`config.mk`:
```
export PLATFORM = sky130hd
export DESIGN_NAME = seq_divider
export DESIGN_NICKNAME = d
export VERILOG_FILES = /design/src/rtl/seq_divider.sv
export SDC_FILE = /design/constraint.sdc
export NUM_CORES = 1
export LEC_CHECK = 0
export CAP_MARGIN = 20
export CORE_MARGIN = 2
export CORE_UTILIZATION = 50
export DETAILED_ROUTE_END_ITERATION = 10
export GPL_ROUTABILITY_DRIVEN = 0
export PLACE_DENSITY_LB_ADDON = 0.05
export SKIP_LAST_GASP = 1
export SYNTH_ARGS = -nofsm -noshare
export SYNTH_HDL_FRONTEND = slang
export SYNTH_SLANG_ARGS = --single-unit
```
`constraint.sdc`:
```
create_clock -name clk -period 7.7 [get_ports clk]
set_clock_uncertainty 0.05 [all_clocks]
set_input_delay 1.155 -clock clk [delete_from_list [all_inputs] [get_ports clk]]
set_output_delay 1.155 -clock clk [all_outputs]
set_load 0.01 [all_outputs]
```
`src/rtl/seq_divider.sv`:
```
// Iterative radix-2 restoring divider for EX-stage DIV/DIVU requests.
// Produces {remainder, quotient} after WIDTH iteration cycles; divide-by-zero completes immediately.
module seq_divider #(
    parameter int unsigned WIDTH = 32
) (
    input  logic               clk,
    input  logic               rst,
    input  logic               div_en,
    input  logic               signed_div,
    input  logic [WIDTH-1:0]   operand_1,
    input  logic [WIDTH-1:0]   operand_2,
    input  logic               cancel,
    output logic               busy,
    output logic               done,
    output logic [2*WIDTH-1:0] result_div
);

    localparam int unsigned CW = (WIDTH > 1) ? $clog2(WIDTH) : 1;

    typedef enum logic [1:0] {
        IDLE = 2'd0,
        CALC = 2'd1,
        DONE = 2'd2
    } state_t;

    state_t state, state_next;

    logic [CW-1:0]    count;
    logic [WIDTH-1:0] rem;
    logic [WIDTH-1:0] quo;
    logic [WIDTH-1:0] dvs;
    logic             neg_q;
    logic             neg_r;

    logic             start_c;
    logic             div0_c;
    logic             last_c;
    logic             op1_neg_c;
    logic             op2_neg_c;
    logic [WIDTH-1:0] op1_mag_c;
    logic [WIDTH-1:0] op2_mag_c;
    logic [WIDTH:0]   shifted_c;
    logic [WIDTH:0]   diff_c;
    logic [WIDTH-1:0] rem_step_c;
    logic [WIDTH-1:0] quo_step_c;
    logic [WIDTH-1:0] rem_fix_c;
    logic [WIDTH-1:0] quo_fix_c;

    // State register
    always_ff @(posedge clk) begin
        if (rst) begin
            state <= IDLE;
        end else begin
            state <= state_next;
        end
    end

    // Next state; cancel overrides any transition and suppresses start/finish
    always_comb begin
        state_next = state;
        start_c    = 1'b0;
        div0_c     = 1'b0;
        last_c     = 1'b0;
        case (state)
            IDLE: begin
                if (div_en) begin
                    start_c = 1'b1;
                    if (operand_2 == '0) begin
                        div0_c     = 1'b1;
                        state_next = DONE;
                    end else begin
                        state_next = CALC;
                    end
                end
            end
            CALC: begin
                if (count == CW'(WIDTH - 1)) begin
                    last_c     = 1'b1;
                    state_next = DONE;
                end
            end
            DONE:    state_next = IDLE;
            default: state_next = IDLE;
        endcase
        if (cancel) begin
            state_next = IDLE;
            start_c    = 1'b0;
            div0_c     = 1'b0;
            last_c     = 1'b0;
        end
    end

    // Operand magnitudes and one restoring step
    always_comb begin
        op1_neg_c  = signed_div & operand_1[WIDTH-1];
        op2_neg_c  = signed_div & operand_2[WIDTH-1];
        op1_mag_c  = op1_neg_c ? -operand_1 : operand_1;
        op2_mag_c  = op2_neg_c ? -operand_2 : operand_2;
        shifted_c  = {rem, quo[WIDTH-1]};
        diff_c     = shifted_c - {1'b0, dvs};
        quo_step_c = {quo[WIDTH-2:0], ~diff_c[WIDTH]};
        rem_step_c = diff_c[WIDTH] ? shifted_c[WIDTH-1:0] : diff_c[WIDTH-1:0];
        quo_fix_c  = neg_q ? -quo_step_c : quo_step_c;
        rem_fix_c  = neg_r ? -rem_step_c : rem_step_c;
    end

    // Datapath and registered outputs
    always_ff @(posedge clk) begin
        if (rst) begin
            count      <= '0;
            rem        <= '0;
            quo        <= '0;
            dvs        <= '0;
            neg_q      <= 1'b0;
            neg_r      <= 1'b0;
            busy       <= 1'b0;
            done       <= 1'b0;
            result_div <= '0;
        end else begin
            busy <= (state_next != IDLE);
            done <= (state_next == DONE);
            if (start_c) begin
                count <= '0;
                rem   <= '0;
                quo   <= op1_mag_c;
                dvs   <= op2_mag_c;
                neg_q <= op1_neg_c ^ op2_neg_c;
                neg_r <= op1_neg_c;
            end
            if (div0_c) begin
                result_div <= {operand_1, {WIDTH{1'b1}}};
            end
            if (state == CALC) begin
                rem   <= rem_step_c;
                quo   <= quo_step_c;
                count <= count + CW'(1);
            end
            if (last_c) begin
                result_div <= {rem_fix_c, quo_fix_c};
            end
        end
    end

endmodule

```
==> run_results.csv <==
group,metric,value,unit
outcome,status,"complete, no violations",
global_routing,antenna_found_initial,0,
synthesis,yosysTopAreaCell,"dfxtp_1",
sta,holdWs,0.406,ns
pwr,power,0.00264,W
cells_and_area,area_growth,16.8,%
critical_path,rrSetupSlack,2.37,ns
clocking,cts_hold_buf,0,
pwr,clkPwrFrac,0.330,
synthesis,synth.area.mux_share,0.0263,
cells_and_area,seq_area,0.00342,mm²
clocking,cts_tree,"built",
pwr,combPwrFrac,0.313,
sta,rsz0062_at_grt,"no",
cells_and_area,antennaDiodeCount,0,
critical_path,crit_top_cell,"inv_1",
synthesis,synthAdderAreaFrac,0.0415,
placed_design,port_buffers,134,
sta,worst_pin_slew,1.14,ns
global_routing,grt_first_pass_wirelength,59200,µm
synthesis,synth_area_leaders,"dfxtp_1, nor2_1, a21oi_1, xnor2_1, nand2_1",
detailed_routing,drcViolationCount,0,
min_path,hp-start,"result_div[34]",
sta,fin_ws,2.37,ns
detailed_routing,vias,12083,
global_routing,grt_start_max_net_pins,93,
detailed_routing,avgRoutedWirePerCell,19.6,µm
clocking,postCtsSetupBuffers,0,
cells_and_area,multi_input_area,0.00789,mm²
synthesis,async_flop_share,0,
critical_path,cp-start-kind,"flip-flop",
pwr,power.switching,0.000976,W
synthesis,syn-instance-count,1561,
floorplan,start_util,0.509,
critical_path,regToRegStartpoint,"quo[31]",
pwr,seq_power_share,0.357,
synthesis,ys_seq_area_frac,0.287,
clocking,clock_tree.root_cell,"clkbuf_16",
clocking,clkSinkCount,171,
global_routing,grt_use_total,0.301,
detailed_routing,first_pass_iters,5,
critical_path,path_max_fanout,36,
detailed_routing,wl,38200,µm
synthesis,synth-simple-area-share,0.208,
cells_and_area,drive_above_1_share,0.0588,
detailed_routing,drt_iter0_drc,1040,
placed_design,place_ws,1.97,ns
synthesis,synthXorXnorAreaFrac,0.0983,
critical_path,cp_top_family,"compound AO/OA/AOI/OAI gates",
global_routing,grt_overflow,0,
critical_path,crit_chain,"inv_1 > ha_1 > inv_1 > fa_1 > a211oi_2 > o211ai_2 > a311oi_2 > nor3_2 > o21a_1 > nor2_8 > inv_2 > a21oi_1 > ha_1 > inv_1 > o31ai_2 > a41oi_1 > xnor2_1 > a2111oi_2",
pwr,power_density,189,mW/mm²
synthesis,synth_compound_area_frac,0.284,
pwr,p_int,0.00166,W
synthesis,syn-num-nets,1669,
floorplan,die_h,159,µm
pwr,static-leakage-power,4.82,nW
sta,fin_setup_tns,0,ns
critical_path,critPathMaxStageDelay,0.64,ns
synthesis,synth-seq-cells,171,
floorplan,fp.dieArea,0.0251,mm²
clocking,htreeDepth,4,
detailed_routing,routed_via_density,6.19,
placed_design,dp_hpwl,28400,µm
synthesis,synth_cell_type_count,91,
global_routing,grt_pass1_vias,10864,
synthesis,ys_dominant_reg_cell,"dfxtp_1",
clocking,cts_made_buffers,17,
clocking,clk_latency,0.45,ns
flow_run,drv_cap,0,
cells_and_area,nFillCells,2237,
cells_and_area,num-nets-final,1728,
clocking,path_clk_slew,0.07,ns
sta,hold_viol,0,
synthesis,synth.top_cell.area_share,0.287,
pwr,irDropWorstVdd,0.000138,V
critical_path,critical_path_buf_inv_count,4,
critical_path,arrival,5.62,ns
critical_path,crit_type,"reg2reg",
clocking,clock_path_buffers,2,
pwr,swShare,0.370,
sta,period_minus_slack,5.33,ns
floorplan,core_area,0.0235,mm²
sta,drv_slew,0,
floorplan,io_pins,135,
sta,timing.final.crit_share,0.693,
critical_path,cp_slowest_cell,"nor2_8",
synthesis,yosys_warnings,0,
sta,fmax,187,MHz
floorplan,rows,56,
critical_path,worst_setup_path_end_kind,"flip-flop",
synthesis,synth_top_family_by_area,"compound AO/OA/AOI/OAI gates",
sta,max-slew-margin-rel,0.242,
min_path,min_path_cells,2,
synthesis,synth_area_per_cell,7.65,µm²
critical_path,r2r_cells,18,
floorplan,die_w,159,µm
min_path,hold_class,"reg2reg",
detailed_routing,ant_nets,0,
synthesis,synth_area,0.0119,mm²
critical_path,r2r_end,"result_div[62]",
min_path,worst_hold_path.endpoint,"result_div[34]",
synthesis,synth-edff-count,0,
clocking,cts_resized,0,
critical_path,worst_ep_required_time,7.99,ns
sta,setup_viol,0,
## metrics by stage
step / cell area [µm²] / cells / utilization
6_report: 14000 / 1952 / 0.594
3_5_place_dp: 13300 / 1919 / 0.568
2_1_floorplan: 11900 / 1561 / -
3_3_place_gp: 13300 / 1919 / 0.568
4_1_cts: 13900 / 1951 / 0.593
5_1_grt: 14000 / 1952 / 0.594
## cell type report
type,instances,share of cell area
Multi-Input combinational cell,1231,0.566
Clock buffer,18,0.0315
Tap cell,319,0.0286
Timing Repair Buffer,147,0.104
Clock inverter,14,0.0103
Inverter,52,0.0140
Sequential cell,171,0.245
## registers in the layout (all words and copies together) (netlist names)
signal      flops
neg_q           1
done            1
neg_r           1
dvs            32
quo            32
busy            1
state           2
count           5
result_div     64
rem            32
## cells in the mapped netlist, types with 7 or more instances
cell	n
inv_1	51
a31oi_1	39
a221oi_1	14
nand2_1	155
nand4_1	13
o221ai_1	10
dfxtp_1	171
xor2_1	65
o21ai_1	9
a21oi_1	124
nor2_1	183
xnor2_1	69
nand3_1	27
and2_1	10
a22oi_1	31
o21ai_0	83
o31ai_1	21
buf_2	24
o22ai_1	13
nand2b_1	9
o41ai_1	13
a21o_1	7
ha_1	38
clkbuf_1	77
or4_1	12
or2_2	8
mux2i_1	28
nor4_1	11
a211oi_1	56
or3_1	16
nor3_1	47
o211ai_1	10
## routing by layer
metal / part of all wire / GRT usage / wire, µm / vias to the layer above
met2: 0.46 / 0.494 / 17700 / 448
li1: - / - / - / 5840
met1: 0.44 / 0.400 / 16700 / 5733
met5: 0 / 0 / 0 / -
met4: 0.038 / 0.124 / 1460 / 0
met3: 0.060 / 0.0362 / 2290 / 62
## worst max-delay path by stage
stage,start,to,slack (ns),depth (start not counted)
after floorplan,quo[31],result_div[62],3.45,21
after global placement,operand_2[13],result_div[36],2.14,11
after detailed placement,operand_2[13],result_div[49],1.97,11
after CTS,quo[31],result_div[62],2.40,18
after global routing,quo[31],result_div[62],2.04,18
final,quo[31],result_div[62],2.37,18
## power by group through the flow
stage | Clock [W] | Combinational (W) | Sequential [W]
2_1_floorplan | 0 | 0.000591 | 0.000949
3_3_place_gp | 0 | 0.000799 | 0.000960
3_5_place_dp | 0 | 0.000804 | 0.000961
4_1_cts | 0.000878 | 0.000808 | 0.000940
5_1_grt | 0.000914 | 0.000892 | 0.000945
6_report | 0.000871 | 0.000824 | 0.000941
## cell usage in the layout (no fill, tap or decap), types with 7 or more instances in the layout
cell,Yosys,layout
o211ai_1,10,10
mux2i_1,28,28
dfxtp_1,171,171
or2_2,8,8
o21ai_1,9,9
nand2b_1,9,8
clkbuf_16,0,17
o41ai_1,13,13
a211oi_1,56,56
nand4_1,13,13
o21ai_0,83,83
a221oi_1,14,14
xnor2_1,69,69
nand3_1,27,27
buf_4,0,13
a21oi_1,124,124
o31ai_1,21,21
xor2_1,65,65
nor4_1,11,11
nor2_1,183,180
or4_1,12,12
o22ai_1,13,13
o221ai_1,10,10
nor3_1,47,47
or3_1,16,16
ha_1,38,38
clkdlybuf4s50_1,0,133
nand2_1,155,155
a31oi_1,39,39
and2_1,10,10
a22oi_1,31,31
inv_1,51,51
a21o_1,7,7
## kinds of logic after synthesis
logic type / count (synthesis)
adder cells (fa/ha/maj): 39
multiplexers: 31
buffers and inverters: 159
flip-flops: 171
AND/OR/NAND/NOR: 529
XOR/XNOR: 134
AO/OA/AOI/OAI: 498
## tightest hold or removal path: stages, from the launching register on
cell,delay [ns]
dfxtp_1,0.31
nand2_1,0.05
a21oi_1,0.05
(Power assumes the default switching activity.)
